File: config.mk
export PLATFORM = sky130hd
export DESIGN_NAME = simps_ctrl_seq
export DESIGN_NICKNAME = d
export VERILOG_FILES = /design/src/rtl/simps_ctrl_pkg.sv /design/src/rtl/ovr_bank.sv /design/src/rtl/simps_ctrl_seq.sv
export SDC_FILE = /design/constraint.sdc
export NUM_CORES = 1
export LEC_CHECK = 0
export BUFFER_PORTS_ARGS = -buffer_cell sky130_fd_sc_hd__buf_2
export CELL_PAD_IN_SITES_DETAIL_PLACEMENT = 1
export CELL_PAD_IN_SITES_GLOBAL_PLACEMENT = 1
export CORE_UTILIZATION = 32
export CTS_CLUSTER_SIZE = 20
export DETAILED_ROUTE_END_ITERATION = 6
export PLACE_DENSITY_LB_ADDON = 0.1
export SLEW_MARGIN = 20
export SYNTH_ARGS = -nofsm -noshare
export SYNTH_HDL_FRONTEND = slang
export SYNTH_SLANG_ARGS = --single-unit
export TNS_END_PERCENT = 30
File: constraint.sdc
create_clock -name CLK_25M -period 3.55 [get_ports CLK_25M]
set_input_delay 0.71 -clock CLK_25M [delete_from_list [all_inputs] [get_ports CLK_25M]]
set_output_delay 0.71 -clock CLK_25M [all_outputs]
set_load 0.02 [all_outputs]
File: src/rtl/simps_ctrl_pkg.sv
// Shared types and status codes for the SIMPS control sequencer.
package simps_ctrl_pkg;

  typedef enum logic [3:0] {
    ST_RST_WAIT   = 4'd0,
    ST_RST_UFM    = 4'd1,
    ST_RST_CFG    = 4'd2,
    ST_PROG_WR    = 4'd3,
    ST_PROG_RD    = 4'd4,
    ST_PROG_APPLY = 4'd5,
    ST_INACTIVE   = 4'd6,
    ST_ACTIVE     = 4'd7,
    ST_FAULT      = 4'd8
  } ctrl_state_t;

  localparam logic [1:0] LED_OFF   = 2'b00;
  localparam logic [1:0] LED_BLINK = 2'b01;
  localparam logic [1:0] LED_ON    = 2'b10;
  localparam logic [1:0] LED_FAST  = 2'b11;

  localparam logic [3:0] PSPOT_RST_DONE = 4'h3;
  localparam logic [3:0] PSPOT_CFG_DONE = 4'h6;
  localparam logic [3:0] PSPOT_APPLIED  = 4'h8;
  localparam logic [3:0] SG_RST_DONE    = 4'h3;
  localparam logic [3:0] SG_RUN         = 4'hA;
  localparam logic [3:0] SG_STOPPED     = 4'hD;
  localparam logic [3:0] CSR_DONE       = 4'hC;
  localparam logic [1:0] UFMW_DONE      = 2'd3;

endpackage

File: src/rtl/ovr_bank.sv
// Clocked front-end override channels with output mux and enable gating.
// fsm_val/active_nxt/fault_nxt describe the cycle being entered, so chan_out lines up with controlstate.
module ovr_bank #(
  parameter int               NUM_OVR   = 5,
  parameter logic [NUM_OVR-1:0] GATE_MASK = 'b00011
) (
  input  logic               CLK_25M,
  input  logic               reset,
  input  logic [NUM_OVR-1:0] ovr_req,
  input  logic [NUM_OVR-1:0] ovr_val,
  input  logic [NUM_OVR-1:0] fsm_val,
  input  logic               active_nxt,
  input  logic               fault_nxt,
  output logic [NUM_OVR-1:0] ovr_active,
  output logic [NUM_OVR-1:0] chan_out
);

  logic [NUM_OVR-1:0] cap_q;
  logic [NUM_OVR-1:0] cap_nxt;
  logic [NUM_OVR-1:0] act_nxt;
  logic [NUM_OVR-1:0] out_nxt;

  always_comb begin
    act_nxt = ovr_active | ovr_req;
    cap_nxt = (cap_q & ~ovr_req) | (ovr_val & ovr_req);
    out_nxt = (act_nxt & cap_nxt) | (~act_nxt & fsm_val);
    // Overridden enables may only assert while ACTIVE; FAULT kills them unconditionally.
    out_nxt = out_nxt & ~(GATE_MASK & act_nxt & {NUM_OVR{~active_nxt}});
    out_nxt = out_nxt & ~(GATE_MASK & {NUM_OVR{fault_nxt}});
  end

  always_ff @(posedge CLK_25M) begin
    cap_q <= cap_nxt;
  end

  always_ff @(posedge CLK_25M) begin
    if (reset) begin
      ovr_active <= '0;
      chan_out   <= '0;
    end else begin
      ovr_active <= act_nxt;
      chan_out   <= out_nxt;
    end
  end

endmodule

File: src/rtl/simps_ctrl_seq.sv
// SIMPS top-level control sequencer: reset/UFM program/apply/run FSM with per-state watchdog.
// Optional CTRL_STATUS_TX_EN adds a state-change event strobe for the status transmitter.
module simps_ctrl_seq
  import simps_ctrl_pkg::*;
#(
  parameter int                 NUM_OVR    = 5,
  parameter logic [NUM_OVR-1:0] GATE_MASK  = 'b00011,
  parameter int                 RESET_HOLD = 3,
  parameter int                 RD_WORDS   = 6,
  parameter int                 TIMEOUT    = 25_000_000
) (
  input  logic               CLK_25M,
  input  logic               reset,
  input  logic               sw_res,
  input  logic               sw_ena,
  input  logic               ena_rise,
  input  logic [3:0]         pspot_state,
  input  logic [3:0]         sgclk_state,
  input  logic [3:0]         csr_state,
  input  logic [1:0]         write_state,
  input  logic [7:0]         read_count,
  input  logic [NUM_OVR-1:0] fsm_chan,
  input  logic [NUM_OVR-1:0] ovr_req,
  input  logic [NUM_OVR-1:0] ovr_val,
  output logic [3:0]         controlstate,
  output logic               ufm_reset_n,
  output logic [1:0]         prog_led_mode,
  output logic               fault,
  output logic [NUM_OVR-1:0] ovr_active,
  output logic [NUM_OVR-1:0] chan_out
`ifdef CTRL_STATUS_TX_EN
  ,
  output logic               state_evt,
  output logic [3:0]         state_code
`endif
);

  localparam int TMR_W = $clog2(TIMEOUT + 1);

  ctrl_state_t        state, state_nxt, tgt;
  logic [TMR_W-1:0]   timer, timer_nxt;
  logic               go, wd_run, hold_done;
  logic               ch1_q, ch1_nxt;
  logic [1:0]         led_nxt;
  logic [NUM_OVR-1:0] fsm_val;

  always_comb begin
    go        = 1'b0;
    tgt       = state;
    hold_done = timer >= TMR_W'(RESET_HOLD);
    wd_run    = (state >= ST_RST_UFM) && (state <= ST_PROG_APPLY);
    case (state)
      ST_RST_WAIT:   if (ena_rise && sw_res) begin go = 1'b1; tgt = ST_RST_UFM; end
      ST_RST_UFM:    if (pspot_state == PSPOT_RST_DONE && sgclk_state == SG_RST_DONE && hold_done)
                       begin go = 1'b1; tgt = ST_RST_CFG; end
      ST_RST_CFG:    if (csr_state == CSR_DONE && pspot_state == PSPOT_CFG_DONE)
                       begin go = 1'b1; tgt = ST_PROG_WR; end
      ST_PROG_WR:    if (write_state == UFMW_DONE) begin go = 1'b1; tgt = ST_PROG_RD; end
      ST_PROG_RD:    if (read_count >= 8'(RD_WORDS)) begin go = 1'b1; tgt = ST_PROG_APPLY; end
      ST_PROG_APPLY: if (pspot_state == PSPOT_APPLIED && sgclk_state == SG_RUN && !sw_res && !sw_ena)
                       begin go = 1'b1; tgt = ST_INACTIVE; end
      ST_INACTIVE:   if (sgclk_state == SG_STOPPED && !sw_res && ena_rise)
                       begin go = 1'b1; tgt = ST_ACTIVE; end
      ST_ACTIVE:     if (sgclk_state == SG_RUN && !sw_res && !sw_ena)
                       begin go = 1'b1; tgt = ST_PROG_RD; end
      default: ;
    endcase

    // A real transition beats a watchdog expiry in the same cycle.
    if (go)                                         state_nxt = tgt;
    else if (wd_run && timer == TMR_W'(TIMEOUT - 1)) state_nxt = ST_FAULT;
    else                                            state_nxt = state;

    if (state_nxt != state || !wd_run) timer_nxt = '0;
    else                               timer_nxt = timer + 1'b1;

    led_nxt = prog_led_mode;
    if (state_nxt == ST_FAULT)                                    led_nxt = LED_FAST;
    else if (state_nxt == ST_RST_WAIT || state_nxt == ST_PROG_WR) led_nxt = LED_BLINK;
    else if (state == ST_PROG_WR && state_nxt == ST_PROG_RD)      led_nxt = LED_ON;

    ch1_nxt    = (state == ST_ACTIVE) && (state_nxt == ST_ACTIVE) &&
                 (ch1_q || (sgclk_state == SG_RUN && sw_ena));
    fsm_val    = fsm_chan;
    fsm_val[0] = (state_nxt == ST_ACTIVE);
    fsm_val[1] = ch1_nxt;
  end

  // State register, watchdog and registered status outputs
  always_ff @(posedge CLK_25M) begin
    if (reset) begin
      state         <= ST_RST_WAIT;
      timer         <= '0;
      ufm_reset_n   <= 1'b1;
      prog_led_mode <= LED_OFF;
      fault         <= 1'b0;
      ch1_q         <= 1'b0;
    end else begin
      state         <= state_nxt;
      timer         <= timer_nxt;
      ufm_reset_n   <= !(state_nxt == ST_RST_UFM && timer_nxt < TMR_W'(RESET_HOLD));
      prog_led_mode <= led_nxt;
      fault         <= (state_nxt == ST_FAULT);
      ch1_q         <= ch1_nxt;
    end
  end

  assign controlstate = state;

`ifdef CTRL_STATUS_TX_EN
  always_ff @(posedge CLK_25M) begin
    if (reset) begin
      state_evt  <= (state != ST_RST_WAIT);
      state_code <= ST_RST_WAIT;
    end else begin
      state_evt  <= (state_nxt != state);
      state_code <= state_nxt;
    end
  end
`endif

  ovr_bank #(
    .NUM_OVR  (NUM_OVR),
    .GATE_MASK(GATE_MASK)
  ) u_ovr_bank (
    .CLK_25M   (CLK_25M),
    .reset     (reset),
    .ovr_req   (ovr_req),
    .ovr_val   (ovr_val),
    .fsm_val   (fsm_val),
    .active_nxt(state_nxt == ST_ACTIVE),
    .fault_nxt (state_nxt == ST_FAULT),
    .ovr_active(ovr_active),
    .chan_out  (chan_out)
  );

endmodule

; ---- Word-level counts from Yosys, hierarchy flattened
; Index checks and enable logic that the tools add are counted.
[classes]
n_lt_le_gt_ge = 5
reduce_logical = 28
n_addsub = 1
n_mux = 24
n_eq_ne = 22
bitwise = 15
[ops]
columns = operator, count
row1 = $mux 4, 10
row2 = $pmux 4 s8, 1
row3 = $and 5x5->5, 6
row4 = $eq 4x3->1 const B, 7
row5 = $add 25x1->25 const B, 1
row6 = $eq 25x25->1 const B, 1
row7 = $ge 25x2->1 const B, 1
row8 = $lt 25x2->1 const B, 1
row9 = $mux 25, 1
row10 = $eq 4x2->1 const B, 5
row11 = $eq 4x4->1 const B, 5
row12 = $logic_and 1x1->1, 18
row13 = $not 5->5, 3
row14 = $or 5x5->5, 3
row15 = $eq 4x1->1 const B, 2
row16 = $ge 8x3->1 const B, 1
row17 = $logic_not 4->1, 2
row18 = $mux 1, 8
row19 = $pmux 1 s8, 1
row20 = $mux 2, 3
row21 = $and 2x5->5, 1
row22 = $not 2->5, 1
row23 = $ge 4x1->1 const B, 1
row24 = $le 4x3->1 const B, 1
row25 = 6 further kinds, 11
[totals]
word_cells = 104
out_inout_bits = 18
reg_bits = 49

; ---- Depth between registers and ports, before layout
[depth]
depth_word = 14
ltp_mapped = 11
depth_no_buf = 8

; ---- By module
; Synthesis repeated with hierarchy kept, for this count alone.
[unflattened]
cells_unflattened = 318
area_unflattened_um2 = 2820.2
[modules_own_cells]
columns = module, n_inst, area_each_um2, cells_each
row1 = simps_ctrl_seq, 1, 2336.0, 272
row2 = ovr_bank, 1, 484.2, 46

; ---- Worst setup path after synthesis
; OpenSTA, ideal clock, no wires.
[synth_path]
path_type = reg2reg
start = register timer[6]
end = register timer[11]
n_path_buf = 3
slack_ns = 1.061
setup_ns = 0.064
required_time_ns = 3.486
period_less_slack_ns = 2.489
arrival_time_ns = 2.425
stages_incl_launch_ff = 11
path_cell_list = dfxtp_1 buf_6 or3_1 or4_4 o31ai_4 nand2_2 or2_1 or2_1 buf_6 buf_12 nor2_2
[synth_via]
elab_chain_cells = 8
[synth_rtl]
columns = item, line
row1 = "start, declared", simps_ctrl_seq.sv:41  ; logic [TMR_W-1:0] timer, timer_nxt;
row2 = "start signal, assigned", simps_ctrl_seq.sv:100  ; timer <= timer_nxt;
row3 = $ge 25x2->1, simps_ctrl_seq.sv:50  ; hold_done = timer >= TMR_W'(RESET_HOLD);
row4 = $logic_and 1x1->1, simps_ctrl_seq.sv:54  ; ST_RST_UFM: if (pspot_state == PSPOT_RST_DONE && sgclk_state == SG_RST_DONE && hold_done)
row5 = $mux 4 / $mux 1 (equally long branches), simps_ctrl_seq.sv:54
row6 = $pmux 4 s8 / $pmux 1 s8 (equally long branches), simps_ctrl_seq.sv:52  ; case (state)
row7 = $mux 4, simps_ctrl_seq.sv:70  ; if (go) state_nxt = tgt;
row8 = $ne 4x4->1, simps_ctrl_seq.sv:74  ; if (state_nxt != state || !wd_run) timer_nxt = '0;
row9 = $logic_or 1x1->1, simps_ctrl_seq.sv:74
row10 = $mux 25 (*), simps_ctrl_seq.sv:74
; Mark *: on every way between the ends. The rest lies on a longest branch, timed or not.
; A chain may end at the register's enable or synchronous reset.

; ---- Final worst setup path
[layout_path]
start = input port sgclk_state[3]
end = register prog_led_mode[0]
[layout_via]
elab_chain_cells = 11
[layout_rtl]
columns = item, line
row1 = "start, declared", simps_ctrl_seq.sv:18  ; input logic [3:0] sgclk_state,
row2 = $eq 4x4->1, "simps_ctrl_seq.sv:60, simps_ctrl_seq.sv:64"
row3 = $logic_and 1x1->1 (3 in a row), simps_ctrl_seq.sv:60  ; ST_PROG_APPLY: if (pspot_state == PSPOT_APPLIED && sgclk_state == SG_RUN && !sw_res && !sw_ena)
row4 = $mux 4 / $mux 1 (equally long branches), simps_ctrl_seq.sv:60
row5 = $pmux 4 s8 / $pmux 1 s8 (equally long branches), simps_ctrl_seq.sv:52
row6 = $mux 4 (*), simps_ctrl_seq.sv:70
row7 = $eq 4x2->1 / $logic_not 4->1 (equally long branches), simps_ctrl_seq.sv:79  ; else if (state_nxt == ST_RST_WAIT || state_nxt == ST_PROG_WR) led_nxt = LED_BLINK;
row8 = $logic_or 1x1->1, simps_ctrl_seq.sv:79
row9 = $mux 2, simps_ctrl_seq.sv:79
row10 = $mux 2, simps_ctrl_seq.sv:78  ; if (state_nxt == ST_FAULT) led_nxt = LED_FAST;
row11 = "end signal, assigned", simps_ctrl_seq.sv:102  ; prog_led_mode <= led_nxt;
row12 = "end, declared", simps_ctrl_seq.sv:27  ; output logic [1:0] prog_led_mode,
; Marked as above.

==> out/results.tsv <==
stage	metric	value	unit
status	status	finished, final reports clean	
die	Core Region	8220	um^2
clock_network	Max clock buf depth	2	
placement	RD Place Congestion	0.807	
layout	ant diodes	0	
global_route	global-route usage over all layers	0.168	
timing	Fin Setup TNS	0	ns
timing	# setup viols final	0	
yosys	Synthesis Warnings	0	
timing	Slew headroom	0.565	
yosys	Cell variety after synth	59	
clock_network	CTS buffer count	5	
clock_network	H-Tree Depth	2	
yosys	fraction of the mapped netlist area in adder cells	0.00461	
layout	final core occ	0.382	
clock_network	CTS tree	yes	
timing	final setup margin	0.895	ns
timing	final hold viol count	0	
clock_network	Clock Tree Root	clkbuf_8	
global_route	GRT busiest layer	met2	
die	effective utilization at floorplan	0.330	
worst_setup_path	Slowest cell on crit path	nor3b_1	
global_route	pin count of the biggest net entering global routing	26	
placement	final HPWL from detailed placement	5090	um
yosys	Compound-Gate Fraction of Synth Area	0.105	
global_route	M3 GR Usage	0.0316	
global_route	number of global-route vias before repair	2357	
power_and_ir_drop	power per cell area	347	nW/um^2
global_route	met1 Usage GRT	0.210	
yosys	Synth async-reset ratio	0	
worst_setup_path	critical path's top delay family	simple AND/OR/NAND/NOR gates	
yosys	Mapped Cells	317	
yosys	Avg Cell Area, Syn	8.55	um^2
worst_setup_path	crit path DAT	2.87	ns
yosys	share of the synthesized area in the top cell type	0.362	
die	I/O pin total	60	
timing	min cycle time layout	2.65	ns
worst_setup_path	crit path cell chain	buf_2 -> nor4bb_1 -> nor3b_1 -> a31oi_1 -> and4b_1 -> nor3_2 -> xor2_1 -> o31ai_1	
die	Chip Height	94.1	um
yosys	sequential cell area fraction in the yosys report	0.362	
placement	Port-buffer cells	56	
layout	layout cell share with drive strength beyond 1	0.285	
yosys	Post-synth EDFFs	0	
detailed_routing	drt first-iter violations	40	
yosys	most common cell in the netlist	dfxtp_1	
timing	period utilization	0.748	
global_route	first-pass GRT wire length	11700	um
timing	RSZ-0062 raised after global routing	false	
layout	Nets	404	
worst_setup_path	slowest cell delay on critical path	0.55	ns
worst_setup_path	CP startpoint kind	input pin	
yosys	Post-Syn Area	2710	um^2
yosys	main flop type after synthesis	dfxtp_1	
timing	Pins Over Slew Limit	0	
yosys	largest family of logic cells by synthesized area	simple AND/OR/NAND/NOR gates	
layout	fill count	999	
yosys	mux contribution to synthesized area	0.0323	
yosys	Synth area leader	dfxtp_1	
detailed_routing	DRT antenna net count	0	
yosys	Synth Area in Simple Gates	0.360	
detailed_routing	Vias/cell	5.20	
detailed_routing	Vias	2427	
timing	Clock Skew	0.0165	ns
global_route	initial antenna violation count	0	
yosys	register bit total from synthesis	49	
run	Max Cap Viol	0	
detailed_routing	WL per Instance	14.7	um
timing	Fmax achieved	377	MHz
clock_network	clk slew on worst S/H paths	0.09	ns
worst_setup_path	CP bufs+invs	1	
yosys	syn nets	360	
worst_setup_path	Worst Path Max Fanout	5	
die	num rows	33	
die	die width	94.1	um
placement	pre-CTS setup slack	0.562	ns
layout	Area Growth Syn to Fin	15.9	%
clock_network	CTS resizes	0	
worst_setup_path	critical path capture point type	flop	
power_and_ir_drop	maximum VDD drop	163	uV
timing	slew of the pin with the lowest slew margin	0.648	ns
clock_network	worst-skew pair later-pin latency	0.32	ns
detailed_routing	# DRC	0	
hold_path	HP Class	flop to flop	
worst_setup_path	CP Data Required Time	3.77	ns
clock_network	clock sink total	49	
detailed_routing	Routed WL	6840	um
yosys	most frequent cells after synthesis	dfxtp_1 (49), nor2_1 (37), nand2_1 (21), xor2_1 (19), nor2_2 (18)	
detailed_routing	TritonRoute pass-1 iters	4	
power_and_ir_drop	Leak	0.00122	uW
worst_setup_path	Critical Setup Path Class	input pin to flop	
global_route	met2 Track Usage GR	0.291	
yosys	top cells by area, synth	dfxtp_1 (36%), xor2_1 (6.1%), nor2_1 (5.1%), nor2_2 (4.2%), nand2_1 (2.9%)	
clock_network	CTS Hold Bufs	0	
global_route	Remaining Overflow, GRT	0	
clock_network	Post-CTS Setup Bufs	0	
die	die area	8850	um^2
yosys	Post-Synth XOR/XNOR Area	0.0840	
==> report_power, final <==
part	switching [uW]	total [uW]	internal (uW)
sequential	8.48	575	567
clock	204	415	211
combinational	55.6	101	45.6
total	268	1090	823
==> registers in the layout, indices dropped and copies added, names as in the netlist <==
name / count
timer: 25
u_ovr_bank.cap_q: 5
u_ovr_bank.chan_out: 5
u_ovr_bank.ovr_active: 5
controlstate: 4
prog_led_mode: 2
ch1_q: 1
fault: 1
ufm_reset_n: 1
==> worst reg2reg max path: cells and delay by family, from the launching register on <==
kind / cells / cell delay, ns
DFF: 1 / 0.41
AOI/OAI and AO/OA: 1 / 0.23
xor gates and xnor gates: 1 / 0.12
and+or+nand+nor: 5 / 1.79
==> layer usage <==
layer,share of wire,up-vias
li1,-,1215
met1,0.47,1168
met2,0.48,38
met3,0.029,6
met4,0.012,0
met5,0,-
==> layout make-up <==
type                       count  area, um^2  area share
sequential                    49         981       0.312
tap                          105         131      0.0418
multi-input combinational    243        1590       0.505
clock inverter                 3        46.3      0.0147
timing repair buffer          59         315       0.100
clock buffer                   5        68.8      0.0219
inverter                       3        11.3     0.00358
==> placed cells by master, fill, tap and decap left out, drive strengths merged, types with 2 or more instances in the layout <==
cell type / synthesis / layout
o22ai: 2 / 2
a2111oi: 2 / 2
nor4b: 3 / 3
nand3: 14 / 14
xnor2: 7 / 7
or3: 4 / 4
nand3b: 2 / 2
nor4: 8 / 8
nor3b: 3 / 3
nor2: 57 / 57
a211oi: 3 / 3
and4b: 2 / 2
nor4bb: 4 / 4
nand4b: 2 / 2
and3: 9 / 9
or2: 2 / 2
o31ai: 4 / 4
a21oi: 7 / 7
nand2: 22 / 22
and4: 6 / 6
o21ai: 7 / 7
nand4: 8 / 8
mux2: 6 / 6
nand2b: 2 / 2
dfxtp: 49 / 49
and2: 3 / 3
clkbuf: 17 / 5
nor3: 12 / 12
inv: 3 / 3
a31oi: 4 / 4
buf: 5 / 59
or4: 2 / 2
xor2: 19 / 19
mux2i: 2 / 2
o211ai: 2 / 2
==> cell families (layout without fill, tap and decap cells) <==
family,Yosys count,in the layout
buf+inv,25,70
fa+ha+maj,1,1
compound gates,40,40
xor+xnor,26,26
flops,49,49
simple gates,168,168
mux,8,8
==> worst paths after layout <==
kind | startpoint | to | slack (ns) | depth (start not counted)
worst max-delay path | sgclk_state[3] | prog_led_mode[0] | 0.90 | 8
worst min-delay path | u_ovr_bank.cap_q[1] | u_ovr_bank.cap_q[1] | 0.48 | 1
worst max register to register | timer[6] | prog_led_mode[0] | 0.91 | 7
worst min register to register | u_ovr_bank.cap_q[1] | u_ovr_bank.cap_q[1] | 0.48 | 1
==> per-stage QoR <==
stage,hold WS [ns],cells,cell area (um^2),power (uW)
after CTS,0.487,467,3140,1110
final,0.482,467,3140,1090
after floorplan,0.450,317,2710,649
after global placement,0.456,459,3030,689
after global routing,0.503,467,3140,1140
after detailed placement,0.465,459,3030,691
Power figures use the tool's default switching activity.
